===== src/rtl/render_lane_scheduler_pkg.sv =====
// Shared types, default widths and pointer-width helper for the render lane scheduler.
package render_pkg;

  localparam int DEF_COORD_W = 16;
  localparam int DEF_COLOR_W = 16;
  localparam int DEF_ADDR_W  = 16;

  typedef struct packed {
    logic [DEF_COORD_W-1:0] z;
    logic [DEF_COORD_W-1:0] y;
    logic [DEF_COORD_W-1:0] x;
  } coord_t;

  typedef struct packed {
    logic [DEF_COLOR_W-1:0] color;
    logic [DEF_ADDR_W-1:0]  addr;
  } pixel_t;

  function automatic int ptr_w(input int n);
    return (n > 1) ? $clog2(n) : 1;
  endfunction

endpackage


===== src/rtl/render_lane_scheduler_rr_select.sv =====
// Combinational round-robin picker: first request at or after start, wrapping.
module rr_select
  import render_pkg::*;
#(
  parameter int N  = 4,
  parameter int PW = ptr_w(N)
) (
  input  logic [N-1:0]  req_i,
  input  logic [PW-1:0] start_i,
  output logic [N-1:0]  grant_o,
  output logic [PW-1:0] idx_o,
  output logic          any_o
);

  int unsigned pos;

  always_comb begin
    grant_o = '0;
    idx_o   = '0;
    any_o   = 1'b0;
    pos     = 0;
    for (int i = 0; i < N; i++) begin
      pos = (32'(start_i) + 32'(i)) % N;
      if (!any_o && req_i[pos]) begin
        any_o        = 1'b1;
        grant_o[pos] = 1'b1;
        idx_o        = PW'(pos);
      end
    end
  end

endmodule


===== src/rtl/render_lane_scheduler.sv =====
// Particle FIFO with round-robin lane dispatch, and per-lane pixel holds merged round-robin onto one stream.
module render_lane_scheduler
  import render_pkg::*;
#(
  parameter int NUM_LANES  = 4,
  parameter int COORD_W    = 16,
  parameter int COLOR_W    = 16,
  parameter int ADDR_W     = 16,
  parameter int FIFO_DEPTH = 8
) (
  input  logic                           clk_in,
  input  logic                           rst_in,
  input  logic [NUM_LANES-1:0]           lane_enable_in,
  input  logic                           in_valid_in,
  output logic                           in_ready_out,
  input  logic [COORD_W-1:0]             in_x_in,
  input  logic [COORD_W-1:0]             in_y_in,
  input  logic [COORD_W-1:0]             in_z_in,
  output logic [NUM_LANES-1:0]           lane_valid_out,
  output logic [NUM_LANES*3*COORD_W-1:0] lane_coords_out,
  input  logic [NUM_LANES-1:0]           lane_ready_in,
  input  logic [NUM_LANES-1:0]           lane_pix_valid_in,
  input  logic [NUM_LANES*COLOR_W-1:0]   lane_color_in,
  input  logic [NUM_LANES*ADDR_W-1:0]    lane_addr_in,
  output logic [NUM_LANES-1:0]           lane_pix_ready_out,
  output logic                           pix_valid_out,
  input  logic                           pix_ready_in,
  output logic [COLOR_W-1:0]             pix_color_out,
  output logic [ADDR_W-1:0]              pix_addr_out,
  output logic [ptr_w(NUM_LANES)-1:0]    pix_lane_out,
  output logic [$clog2(FIFO_DEPTH+1)-1:0] fifo_count_out,
  output logic                           idle_out
);

  localparam int PW    = ptr_w(NUM_LANES);
  localparam int CW    = $clog2(FIFO_DEPTH + 1);
  localparam int AW    = $clog2(FIFO_DEPTH);
  localparam int CRD_W = 3 * COORD_W;

  // ---------------- input FIFO ----------------
  logic [CRD_W-1:0] mem_q [FIFO_DEPTH];
  logic [AW-1:0]    wr_ptr_q, rd_ptr_q;
  logic [CW-1:0]    count_q;
  logic             push, pop;

  assign in_ready_out   = (count_q != CW'(FIFO_DEPTH));
  assign push           = in_valid_in & in_ready_out;
  assign fifo_count_out = count_q;

  always_ff @(posedge clk_in or negedge rst_in) begin
    if (!rst_in) begin
      wr_ptr_q <= '0;
      rd_ptr_q <= '0;
      count_q  <= '0;
    end else begin
      if (push) wr_ptr_q <= wr_ptr_q + AW'(1);
      if (pop)  rd_ptr_q <= rd_ptr_q + AW'(1);
      unique case ({push, pop})
        2'b10:   count_q <= count_q + CW'(1);
        2'b01:   count_q <= count_q - CW'(1);
        default: count_q <= count_q;
      endcase
    end
  end

  always_ff @(posedge clk_in) begin
    if (push) mem_q[wr_ptr_q] <= {in_z_in, in_y_in, in_x_in};
  end

  // ---------------- dispatch ----------------
  logic [NUM_LANES-1:0] lane_valid_q, eligible, disp_grant;
  logic [CRD_W-1:0]     offer_q [NUM_LANES];
  logic [PW-1:0]        disp_ptr_q, disp_idx;
  logic                 disp_any;

  assign eligible = lane_enable_in & (~lane_valid_q | lane_ready_in);
  assign pop      = (count_q != '0) & disp_any;

  rr_select #(.N(NUM_LANES), .PW(PW)) u_disp_rr (
    .req_i   (eligible),
    .start_i (disp_ptr_q),
    .grant_o (disp_grant),
    .idx_o   (disp_idx),
    .any_o   (disp_any)
  );

  always_ff @(posedge clk_in or negedge rst_in) begin
    if (!rst_in) begin
      lane_valid_q <= '0;
      disp_ptr_q   <= '0;
      for (int k = 0; k < NUM_LANES; k++) offer_q[k] <= '0;
    end else begin
      for (int k = 0; k < NUM_LANES; k++) begin
        if (pop && disp_grant[k]) begin
          lane_valid_q[k] <= 1'b1;
          offer_q[k]      <= mem_q[rd_ptr_q];
        end else if (lane_ready_in[k]) begin
          lane_valid_q[k] <= 1'b0;
        end
      end
      if (pop) disp_ptr_q <= (disp_idx == PW'(NUM_LANES - 1)) ? '0 : disp_idx + PW'(1);
    end
  end

  assign lane_valid_out = lane_valid_q;
  for (genvar g = 0; g < NUM_LANES; g++) begin : g_coords
    assign lane_coords_out[g*CRD_W +: CRD_W] = offer_q[g];
  end

  // ---------------- collection ----------------
  logic [NUM_LANES-1:0] hold_valid_q, capture, coll_grant;
  logic [COLOR_W-1:0]   hold_color_q [NUM_LANES];
  logic [ADDR_W-1:0]    hold_addr_q  [NUM_LANES];
  logic [PW-1:0]        coll_ptr_q, coll_idx, pix_lane_q;
  logic [COLOR_W-1:0]   pix_color_q;
  logic [ADDR_W-1:0]    pix_addr_q;
  logic                 pix_valid_q, coll_any, load_en, take;

  // Ready comes from registered hold state, so a freed hold refills one cycle later.
  assign lane_pix_ready_out = ~hold_valid_q;
  assign capture            = lane_pix_valid_in & ~hold_valid_q;
  assign load_en            = ~pix_valid_q | pix_ready_in;
  assign take               = load_en & coll_any;

  rr_select #(.N(NUM_LANES), .PW(PW)) u_coll_rr (
    .req_i   (hold_valid_q),
    .start_i (coll_ptr_q),
    .grant_o (coll_grant),
    .idx_o   (coll_idx),
    .any_o   (coll_any)
  );

  always_ff @(posedge clk_in or negedge rst_in) begin
    if (!rst_in) begin
      hold_valid_q <= '0;
      coll_ptr_q   <= '0;
      pix_valid_q  <= 1'b0;
      pix_color_q  <= '0;
      pix_addr_q   <= '0;
      pix_lane_q   <= '0;
      for (int k = 0; k < NUM_LANES; k++) begin
        hold_color_q[k] <= '0;
        hold_addr_q[k]  <= '0;
      end
    end else begin
      for (int k = 0; k < NUM_LANES; k++) begin
        if (capture[k]) begin
          hold_valid_q[k] <= 1'b1;
          hold_color_q[k] <= lane_color_in[k*COLOR_W +: COLOR_W];
          hold_addr_q[k]  <= lane_addr_in[k*ADDR_W +: ADDR_W];
        end else if (take && coll_grant[k]) begin
          hold_valid_q[k] <= 1'b0;
        end
      end
      if (load_en) pix_valid_q <= coll_any;
      if (take) begin
        pix_color_q <= hold_color_q[coll_idx];
        pix_addr_q  <= hold_addr_q[coll_idx];
        pix_lane_q  <= coll_idx;
        coll_ptr_q  <= (coll_idx == PW'(NUM_LANES - 1)) ? '0 : coll_idx + PW'(1);
      end
    end
  end

  assign pix_valid_out = pix_valid_q;
  assign pix_color_out = pix_color_q;
  assign pix_addr_out  = pix_addr_q;
  assign pix_lane_out  = pix_lane_q;

  assign idle_out = (count_q == '0) & ~|lane_valid_q & ~|hold_valid_q & ~pix_valid_q;

endmodule


===== config.mk =====
export PLATFORM = sky130hd
export DESIGN_NAME = render_lane_scheduler
export DESIGN_NICKNAME = d
export VERILOG_FILES = /design/src/rtl/render_lane_scheduler_pkg.sv /design/src/rtl/render_lane_scheduler_rr_select.sv /design/src/rtl/render_lane_scheduler.sv
export SDC_FILE = /design/constraint.sdc
export NUM_CORES = 1
export LEC_CHECK = 0
export CORE_UTILIZATION = 35
export CTS_BUF_LIST = sky130_fd_sc_hd__clkbuf_8
export DETAILED_ROUTE_END_ITERATION = 10
export PLACE_DENSITY_LB_ADDON = 0.12
export SLEW_MARGIN = 40
export SYNTH_ARGS = -nofsm -noshare
export SYNTH_HDL_FRONTEND = slang
export SYNTH_SLANG_ARGS = --single-unit

===== constraint.sdc =====
create_clock -name clk_in -period 13.01 [get_ports clk_in]
set_clock_uncertainty 0.2 [all_clocks]
set_input_delay 1.9515 -clock clk_in [delete_from_list [all_inputs] [get_ports clk_in]]
set_output_delay 1.9515 -clock clk_in [all_outputs]
set_load 0.02 [all_outputs]

==> impl_metrics.json <==
{
  "coreArea_um2": 84090,
  "grt_antenna_before_repair": 11,
  "yosysSeqAreaShare": 0.7009,
  "grt_setup_unrepaired": "no",
  "die-area_um2": 86640,
  "grtUsageMet3": 0.05505,
  "firstDrtPassIters": 5,
  "grt_overflow": 0,
  "syn_inst": 1887,
  "end_kind": "flop",
  "vias_per_cell": 4.953,
  "holdWs_ns": 0.2838,
  "synth_edf_count": 384,
  "status": "finished, final reports clean",
  "period_minus_slack_ns": 4.940,
  "cpMaxStageDelayCell": "mux4_2",
  "fin_ws_ns": 8.070,
  "required_ns": 13.43,
  "drc": 0,
  "synth_nets": 2101,
  "final.period_utilization": 0.3797,
  "regToRegEndpoint": "lane_valid_out[0]$_DFFE_PN0P_",
  "yosys_warnings": 0,
  "grt_max_degree": 148,
  "wl_per_cell_um": 22.07,
  "synthTopCellsByArea": "edfxtp_1, dfrtp_1, mux4_2",
  "p_leak_uw": 0.01443,
  "nets": 2593,
  "syn_avg_cell_area_um2": 15.85,
  "drt-total-wl_mm": 79.99,
  "drive_gt1_frac": 0.2049,
  "hpwl_mm": 48.29,
  "worstMarginPinSlew_ns": 0.8394,
  "area_delta_synth_final_pct": 28.34,
  "cts.clk_slew.worst_paths_ns": 0.06,
  "worstHoldStart": "pix_lane_out[0]$_DFFE_PN0P_",
  "initial_core_util": 0.3558,
  "synth_top_area_frac": 0.3855,
  "drv_slew": 0,
  "crit_chain": "clkdlybuf4s50_1 > nand2b_2 > and2_0 > mux4_2 > o41ai_4 > buf_4 > inv_1 > ha_1 > ha_1 > a21o_1 > a21oi_1 > xnor2_1 > nor2_1 > xor2_1",
  "gp_congestion": 0.8992,
  "cpPeakStageDelay_ns": 0.61,
  "io_buffers": 432,
  "synth_cell_types": 48,
  "ys_ff_latch": 761,
  "reg2reg_depth": 11,
  "synth.cell_area_um2": 29910,
  "cts.htree.levels": 4,
  "path_common_cell": "ha_1",
  "insertion_delay_ns": 0.77,
  "finalSetupTns_ns": 0,
  "io_pins": 433,
  "grt_pass1_vias": 18970,
  "power.density_nw_per_um2": 281.0,
  "final_common_cell": "clkdlybuf4s50_1",
  "die_h_um": 294.4,
  "fp-row-count": 106,
  "hold_viol_final": 0,
  "ys.flop_type": "edfxtp_1",
  "gr-usage-met2": 0.3124,
  "holdBufCountCts": 0,
  "die_w_um": 294.4,
  "arrival_ns": 5.36,
  "drt_iter0_drc": 932,
  "yosys.area.top_type": "edfxtp_1",
  "ant_nets": 0,
  "final_cell_mix": "clkdlybuf4s50_1, edfxtp_1, dfrtp_1, nor2_1, a21oi_1",
  "crit_path_end": "fifo_count_out[3]$_DFFE_PN0P_",
  "slew_headroom": 0.4404,
  "peakVddDrop_mv": 0.1664,
  "rrSetupSlack_ns": 8.19,
  "async_flop_share": 0.4954,
  "place_ws_ns": 7.342,
  "crit_path_start": "lane_ready_in[0]",
  "track_usage": 0.1850,
  "cts_buffers": 133,
  "cts_root_buf": "clkbuf_8",
  "cts_buffer_depth": 3,
  "grt_pass1_wl_mm": 119.4,
  "grt_util_met1": 0.2286,
  "cts_sinks": 761,
  "crit_type": "in2reg",
  "postCtsSetupRepairBufs": 0,
  "busiest_layer": "met2",
  "cp_max_fo": 9,
  "setup_viol": 0,
  "max-cap-violations": 0,
  "cts_resized": 0,
  "num_vias": 17949,
  "worstSetupStartpointType": "primary input",
  "fmax_mhz": 202.4,
  "hp-class": "reg2reg",
  "cts_tree": "built"
}
[where the power goes]
group	internal (µW)	switching [µW]	leakage, µW
Combinational	2040	2760	0.00507
Sequential	3370	447	0.00780
Clock	1170	1010	0.00156
[Yosys cell counts, types with 7 or more instances]
| library cell | count |
|---|---|
| a21oi_1 | 202 |
| buf_4 | 16 |
| clkbuf_1 | 65 |
| a31oi_1 | 8 |
| dfrtp_1 | 377 |
| nand4_1 | 7 |
| mux4_2 | 102 |
| buf_2 | 7 |
| nand2_1 | 35 |
| mux2i_1 | 81 |
| a22oi_1 | 35 |
| xnor2_1 | 8 |
| buf_1 | 22 |
| ha_1 | 21 |
| edfxtp_1 | 384 |
| inv_1 | 21 |
| mux2_2 | 163 |
| nor2_1 | 223 |
| o21ai_0 | 40 |
[metal layers]
| layer | vias to the layer above | share of wire |
|---|---|---|
| li1 | 8068 | - |
| met1 | 9190 | 0.41 |
| met2 | 538 | 0.50 |
| met3 | 135 | 0.069 |
| met4 | 18 | 0.021 |
| met5 | - | 0.0016 |
[logic make-up after synthesis]
kind of cell	synth area share
AND/OR/NAND/NOR	0.04162
buffers and inverters	0.01874
adder cells (fa/ha/maj)	0.009453
XOR/XNOR	0.003221
AO/OA/AOI/OAI	0.06086
multiplexers	0.1653
flip-flops	0.7009
[critical path: cells and delay by family]
| kind | cells | cell delay (ns) |
|---|---|---|
| compound gates | 3 | 0.74 |
| xor+xnor | 2 | 0.27 |
| fa+ha+maj | 2 | 0.50 |
| buf+inv | 3 | 0.77 |
| mux | 1 | 0.61 |
| simple gates | 3 | 0.50 |
[how the worst min path moves through the flow]
stage | endpoint | slack [ns] | cells after the start
6_report | pix_lane_out[0]$_DFFE_PN0P_ | 0.28 | 2
5_1_grt | hold_color_q[62]$_DFFE_PN0P_ | 0.32 | 1
4_1_cts | pix_lane_out[0]$_DFFE_PN0P_ | 0.29 | 2
3_5_place_dp | pix_lane_out[0]$_DFFE_PN0P_ | 0.28 | 2
3_3_place_gp | pix_lane_out[1]$_DFFE_PN0P_ | 0.26 | 1
2_1_floorplan | hold_addr_q[15]$_DFFE_PN0P_ | 0.27 | 1
[final cells by class]
class                   count  area [µm²]
multi-input cells         995        8541
fillers                  7559       45700
diodes                      1       2.502
well taps                1134        1419
clock inverters            93       595.6
inverters                  21       78.83
clock buffers             152        2092
flip-flops and latches    761       20980
repair buffers            467        4686
[flip-flops by register name, indices dropped and copies added, names as in the netlist, named ones only]
register         flops
lane_valid_out       4
coll_ptr_q           1
hold_color_q        64
fifo_count_out       4
wr_ptr_q             3
pix_addr_out        16
hold_valid_q         4
hold_addr_q         64
pix_color_out       16
lane_coords_out    192
pix_valid_out        1
mem_q              384
disp_ptr_q           1
pix_lane_out         2
rd_ptr_q             3
[metrics by stage]
stage / total power, µW / utilization / area, µm² / cells
finish: 10790 / 0.4566 / 38390 / 3624
global route: 11510 / 0.4566 / 38390 / 3624
CTS: 10980 / 0.4558 / 38330 / 3621
detailed placement: 8747 / 0.4239 / 35640 / 3376
global placement: 8635 / 0.4233 / 35590 / 3376
floorplan: 6857 / - / 29910 / 1887
Note: power is estimated with default switching activity, not from simulation.
